$ cat config.mk
export PLATFORM = sky130hd
export DESIGN_NAME = systolic_setup_flat
export DESIGN_NICKNAME = d
export VERILOG_FILES = /design/src/rtl/systolic_setup_pkg.sv /design/src/rtl/systolic_setup_if.sv /design/src/rtl/systolic_setup_skew_lane.sv /design/src/rtl/systolic_setup.sv /design/src/flat_wrapper.sv
export SDC_FILE = /design/constraint.sdc
export NUM_CORES = 1
export LEC_CHECK = 0
export BUFFER_PORTS_ARGS = -buffer_cell sky130_fd_sc_hd__buf_4
export CAP_MARGIN = 20
export CORE_UTILIZATION = 61
export CTS_BUF_LIST = sky130_fd_sc_hd__clkbuf_16
export CTS_CLUSTER_DIAMETER = 50
export DETAILED_ROUTE_END_ITERATION = 8
export HOLD_SLACK_MARGIN = 0.02
export PLACE_DENSITY = 0.87
export SLEW_MARGIN = 20
export SYNTH_ARGS = -nofsm -noshare
export SYNTH_HDL_FRONTEND = slang
export SYNTH_HIERARCHICAL = 1
export SYNTH_SLANG_ARGS = --single-unit
$ cat constraint.sdc
create_clock -name clk_i -period 2.96 [get_ports clk_i]
set_input_delay 0.148 -clock clk_i [delete_from_list [all_inputs] [get_ports clk_i]]
set_output_delay 0.148 -clock clk_i [all_outputs]
set_load 0.05 [all_outputs]
$ cat src/rtl/systolic_setup_pkg.sv
// Shared constants for the systolic input-skew stage (mirrors def.v defaults).
package systolic_setup_pkg;

  localparam int ARRAY_SIZE       = 8;
  localparam int DEF_DATA_WIDTH   = 8;

  // Lane l is delayed by l+1 register stages.
  function automatic int lane_depth(input int lane);
    return lane + 1;
  endfunction

endpackage

$ cat src/rtl/systolic_setup_if.sv
// Buffer-side strobes/data in, PE-edge skewed lanes out.
interface systolic_setup_if
  import systolic_setup_pkg::*;
#(
  parameter int LANES      = ARRAY_SIZE,
  parameter int DATA_WIDTH = DEF_DATA_WIDTH
);
  logic                        ensys_i;
  logic                        bubble_i;
  logic [LANES*DATA_WIDTH-1:0] data_i;
  logic [LANES*DATA_WIDTH-1:0] data_o;
  logic [LANES-1:0]            vld_o;
  logic                        busy_o;

  modport master (
    output ensys_i, bubble_i, data_i,
    input  data_o, vld_o, busy_o
  );

  modport slave (
    input  ensys_i, bubble_i, data_i,
    output data_o, vld_o, busy_o
  );
endinterface

$ cat src/rtl/systolic_setup_skew_lane.sv
// DEPTH-stage delay line of {valid, data} tokens with synchronous clear.
module skew_lane #(
  parameter int DEPTH      = 1,
  parameter int DATA_WIDTH = 8
) (
  input  logic                  clk_i,
  input  logic                  rst_i,
  input  logic                  in_vld,
  input  logic [DATA_WIDTH-1:0] in_data,
  output logic                  out_vld,
  output logic [DATA_WIDTH-1:0] out_data,
  output logic [DEPTH-1:0]      vld_vec
);

  typedef struct packed {
    logic                  vld;
    logic [DATA_WIDTH-1:0] data;
  } tok_t;

  tok_t [DEPTH-1:0] pipe;

  always_ff @(posedge clk_i) begin
    if (rst_i) begin
      pipe <= '0;
    end else begin
      pipe[0] <= '{vld: in_vld, data: in_data};
      for (int i = 1; i < DEPTH; i++) pipe[i] <= pipe[i-1];
    end
  end

  always_comb begin
    vld_vec = '0;
    for (int i = 0; i < DEPTH; i++) vld_vec[i] = pipe[i].vld;
  end

  assign out_vld  = pipe[DEPTH-1].vld;
  assign out_data = pipe[DEPTH-1].data;

endmodule

$ cat src/rtl/systolic_setup.sv
// Input skew for the PE array: lane l delayed l+1 cycles, zeros injected in gaps.
module systolic_setup
  import systolic_setup_pkg::*;
#(
  parameter int LANES      = ARRAY_SIZE,
  parameter int DATA_WIDTH = DEF_DATA_WIDTH
) (
  input  logic              clk_i,
  input  logic              rst_i,
  systolic_setup_if.slave   bus
);

  logic                              accept;
  logic [LANES-1:0]                  vld_q;
  logic [LANES-1:0][DATA_WIDTH-1:0]  data_q;
  logic [LANES-1:0]                  lane_busy;

  // Bubble beats ensys; gating data here keeps X out of every stage.
  assign accept = bus.ensys_i & ~bus.bubble_i;

  for (genvar l = 0; l < LANES; l++) begin : g_lane
    logic [DATA_WIDTH-1:0]    din;
    logic [lane_depth(l)-1:0] vv;

    assign din = accept ? bus.data_i[l*DATA_WIDTH +: DATA_WIDTH] : '0;

    skew_lane #(
      .DEPTH      (lane_depth(l)),
      .DATA_WIDTH (DATA_WIDTH)
    ) u_lane (
      .clk_i    (clk_i),
      .rst_i    (rst_i),
      .in_vld   (accept),
      .in_data  (din),
      .out_vld  (vld_q[l]),
      .out_data (data_q[l]),
      .vld_vec  (vv)
    );

    assign lane_busy[l] = |vv;
  end

  assign bus.data_o = data_q;
  assign bus.vld_o  = vld_q;
  assign bus.busy_o = |lane_busy;

endmodule
$ cat src/flat_wrapper.sv
// flat-port wrapper written by rule: the top's interface ports become plain ports
module systolic_setup_flat import systolic_setup_pkg::*;
#(
  parameter int LANES      = ARRAY_SIZE,
  parameter int DATA_WIDTH = DEF_DATA_WIDTH
)
  (clk_i, rst_i, bus_ensys_i, bus_bubble_i, bus_data_i, bus_data_o, bus_vld_o, bus_busy_o);
  systolic_setup_if #(.LANES(LANES), .DATA_WIDTH(DATA_WIDTH)) bus_i ();
  input  logic clk_i;
  input  logic rst_i;
  input wire logic [$bits(bus_i.ensys_i)-1:0] bus_ensys_i;
  input wire logic [$bits(bus_i.bubble_i)-1:0] bus_bubble_i;
  input wire logic [$bits(bus_i.data_i)-1:0] bus_data_i;
  output wire logic [$bits(bus_i.data_o)-1:0] bus_data_o;
  output wire logic [$bits(bus_i.vld_o)-1:0] bus_vld_o;
  output wire logic [$bits(bus_i.busy_o)-1:0] bus_busy_o;
  assign bus_i.ensys_i = bus_ensys_i;
  assign bus_i.bubble_i = bus_bubble_i;
  assign bus_i.data_i = bus_data_i;
  assign bus_data_o = bus_i.data_o;
  assign bus_vld_o = bus_i.vld_o;
  assign bus_busy_o = bus_i.busy_o;
  systolic_setup #(.LANES(LANES), .DATA_WIDTH(DATA_WIDTH)) u_core (.clk_i(clk_i), .rst_i(rst_i), .bus(bus_i));
endmodule
# Yosys cells after proc, flatten, opt, wreduce, memory -nomap -nowiden
# Cells that the tools add are included.
[word_totals]
ff_bits = 296
in_bits = 68
word_cells = 49
[classes]
reduce_logical = 2
bitwise_logic = 3
[ops]
columns = ["cell", "count"]
rows = [
  ["OR reduction 8 bit", 1],
  ["NOT 1 bit", 2],
  ["OR reduction 2 bit", 1],
  ["AND 1 bit", 1],
]

# Logic depth before layout (Yosys ltp)
[depth]
depth_word = 4
mapped_depth = 5
depth_no_buf = 3

# Hierarchy
# The synthesis kept the hierarchy.
[modules_own_cells]
columns = ["mod", "area_each_um2", "seq_area_each_um2", "cells_per_inst", "instances"]
rows = [
  ["skew_lane at u_core.g_lane[7].u_lane", 2102.0, 1441.4, 168, 1],
  ["skew_lane at u_core.g_lane[6].u_lane", 1798.0, 1261.2, 147, 1],
  ["skew_lane at u_core.g_lane[5].u_lane", 1549.0, 1081.0, 127, 1],
  ["skew_lane at u_core.g_lane[4].u_lane", 1300.0, 900.9, 107, 1],
  ["skew_lane at u_core.g_lane[3].u_lane", 1084.8, 720.7, 87, 1],
  ["skew_lane at u_core.g_lane[2].u_lane", 832.0, 540.5, 67, 1],
  ["skew_lane at u_core.g_lane[1].u_lane", 564.3, 360.3, 47, 1],
  ["systolic_setup", 523.0, 0.0, 85, 1],
  ["skew_lane at u_core.g_lane[0].u_lane", 244.0, 180.2, 19, 1],
]

# Worst setup path after synthesis
# No wires, ideal clock.
[synth_path]
path_kind = "register to output"
from = "register u_core.g_lane[7].u_lane.pipe (netlist bit u_core/g_lane[7].u_lane/out_vld)"
to = "output port bus_busy_o"
setup_slack_ns = 1.207
path_stages_with_launch = 5
arrival_ns = 1.605
t_required_ns = 2.812
cell_sequence = "dfxtp_1 > buf_4 > nor4_1 > nand4_1 > or3_1"
[synth_via]
elab_chain_cells = 1
[synth_lines]
columns = ["element", "line_no", "rtl"]
rows = [
  ["from (decl)", "systolic_setup_skew_lane.sv:20", "tok_t [DEPTH-1:0] pipe;"],
  ["OR reduction 8 bit", "systolic_setup.sv:45", "assign bus.busy_o = |lane_busy;"],
  ["to (decl)", "flat_wrapper.sv:16", "output wire logic [$bits(bus_i.busy_o)-1:0] bus_busy_o;"],
]
# Every way passes these cells.

# Worst setup path after layout
[layout_path]
from = "register u_core.g_lane[6].u_lane.pipe (netlist bit u_core/g_lane[6].u_lane/vld_vec[1])"
to = "output port bus_busy_o"
[layout_via]
elab_chain_cells = 1
[layout_lines]
columns = ["element", "line_no"]
rows = [
  ["from (decl)", "systolic_setup_skew_lane.sv:20"],
  ["OR reduction 8 bit", "systolic_setup.sv:45"],
]
# Every way passes these cells.

==> impl_metrics.json <==
{
  "crit_chain": "nor4_1, nand4_1, or3_1, buf_4",
  "powerDensity_nw_per_um2": 707,
  "grt_pass1_wl_um": 23300,
  "p_total_w": 0.00854,
  "routedWlPerCell_um": 12.3,
  "finalCritPeriodShare_pct": 66.8,
  "critPathMaxStageDelay_ns": 0.38,
  "row_count": 46,
  "synth_cells": 854,
  "rsz0062_at_grt": "false",
  "post_drt_via_cell_ratio": 4.31,
  "synth_top_area_share_pct": 64.9,
  "synth_ff_type": "dfxtp_1",
  "cp_slowest_cell": "or3_1",
  "place_congestion": 0.733,
  "postLayoutCoreUtil_pct": 75.8,
  "ant_nets": 0,
  "die_h_um": 130,
  "cts.path.max_buffers": 3,
  "vias": 5200,
  "synth_top_area_cell": "dfxtp_1",
  "fmax_mhz": 506,
  "drv_slew": 0,
  "drive_above_1_share_pct": 20.5,
  "final-setup-viol-count": 0,
  "p_leak_nw": 5.17,
  "dp_cells": 1088,
  "dr.first_iter.drc_count": 135,
  "ios": 141,
  "setup_ws_ns": 0.984,
  "netlist_area_um2": 10000,
  "cts_tree": "done",
  "end_kind": "primary output",
  "cts_sinks": 324,
  "nets": 1037,
  "synth.net_count": 922,
  "required_ns": 2.81,
  "grt_overflow": 0,
  "ys_seq_area_share_pct": 64.9,
  "dieArea_um2": 16900,
  "grt_usage_pct": 17.7,
  "finalWorstPathRequiredPeriod_ns": 1.98,
  "path_class": "reg -> out",
  "syn_to_final_growth_pct": 20.9,
  "synth_edf_count": 0,
  "yosys_warnings": 6,
  "syn_avg_cell_area_um2": 11.7,
  "grt_pass1_vias": 5058,
  "core_um2": 15900,
  "path_delay_family": "simple AND/OR/NAND/NOR gates",
  "maxCapViolations": 0,
  "tightest_slew_ns": 0.906,
  "chipWidth_um": 130,
  "crit_fanout": 2,
  "ys_seq_elements": 324,
  "final_cells": 1207,
  "antenna_found_initial": 3,
  "synth_common_cells": "dfxtp_1, nor2b_1, buf_4",
  "htreeDepth": 1,
  "dp_hpwl_um": 7770,
  "finalHoldViolations": 0,
  "pre_cts_ws_ns": 1.31,
  "grt_max_degree": 167,
  "max-vdd-ir-drop_mv": 0.528,
  "cp_num_buf_inv": 1,
  "first_pass_iters": 4,
  "cts_buffers": 31,
  "status": "finished, final reports clean",
  "ys_types": 16,
  "start_kind": "register",
  "cts_root_buf": "clkbuf_16",
  "finalClockSkew_ns": 0.00661,
  "worstPathArrival_ns": 1.83,
  "synth_most_common_cell": "dfxtp_1",
  "min-delay-path-class": "in -> reg",
  "path_clk_slew_ns": 0.06,
  "drc": 0,
  "slew_headroom_pct": 39.6,
  "totalWireLength_um": 14800,
  "tns_ns": 0,
  "portBuffers": 140,
  "clk_latency_ns": 0.53,
  "synthTopCellsByArea": "dfxtp_1, nor2b_1, buf_4",
  "start_util_pct": 62.7,
  "async_flop_share_pct": 0
}
registers in the layout (all words and copies together) (netlist names):
register                       flops
u_core/g_lane.u_lane/out_data     64
u_core/g_lane.u_lane/out_vld       8
u_core/g_lane.u_lane/pipe        224
u_core/g_lane.u_lane/vld_vec      28
through the flow:
stage / hold WS [ns] / instance area (um2)
CTS: 0.175 / 12100
global route: 0.219 / 12100
detailed placement: 0.418 / 10500
global placement: 0.415 / 10500
finish: 0.157 / 12100
floorplan: 0.220 / 10000
final timing paths:
| check | from | to | slack, ns | cells past startpoint |
|---|---|---|---|---|
| min | rst_i | u_core/g_lane[1].u_lane/out_data[5] | 0.16 | 2 |
| max | u_core/g_lane[6].u_lane/vld_vec[1] | bus_busy_o | 0.98 | 4 |
| min reg2reg | u_core/g_lane[3].u_lane/pipe[14] | u_core/g_lane[3].u_lane/pipe[23] | 0.43 | 1 |
| max reg2reg | u_core/g_lane[5].u_lane/vld_vec[3] | u_core/g_lane[5].u_lane/vld_vec[4] | 2.34 | 1 |
cell usage in the layout (no fill, tap or decap), types with 2 or more instances in the layout:
cell and n:
and2b_2 13, diode_2 3, inv_6 2, clkinv_1 6
buf_12 2, clkinv_2 3, inv_1 4, nor2b_1 304
clkbuf_16 31, buf_4 143, clkinv_4 2, and2_1 64
and2b_1 7, bufinv_16 4, dlygate4sd3_1 64, nor4_1 8
dfxtp_1 324
logic make-up (layout without fill, tap and decap cells):
kind of cell / Yosys count / count (layout) / synth area share, %
buf+inv: 128 / 262 / 9.52
other cells: 0 / 3 / 0
flops: 324 / 324 / 64.9
simple gates: 402 / 402 / 25.6
metal layers:
layer	part of all wire, %	GRT usage, %	vias to the layer above	wire length [um]
met4	3.4	8.55	0	500
met5	0	0	-	0
met2	52	32.5	126	7710
li1	-	-	2720	-
met3	5.4	5.00	36	803
met1	39	18.6	2318	5830
layout make-up:
cell class | instances | area, um2
clock inverter | 21 | 208
timing repair buffer | 210 | 1770
clock buffer | 31 | 776
fill | 961 | 3860
sequential | 324 | 6490
antenna | 3 | 7.51
tap | 216 | 270
multi-input combinational | 402 | 2570
power by group:
part | switching [W] | total (W) | internal, W | leakage, nW
sequential | 0.0000154 | 0.00443 | 0.00442 | 2.62
clock | 0.00151 | 0.00375 | 0.00224 | 0.498
combinational | 0.000166 | 0.000359 | 0.000192 | 2.05
total | 0.00169 | 0.00854 | 0.00685 | 5.17
repair_timing:
item | 4_1_cts | 5_1_grt
endpoints found under the hold margin | 64 | 0
buffers inserted | 0 | 0
endpoints found under the setup margin | 0 | 0
resized for setup | 0 | 0
hold buffers | 64 | 0
(Power assumes the default switching activity.)
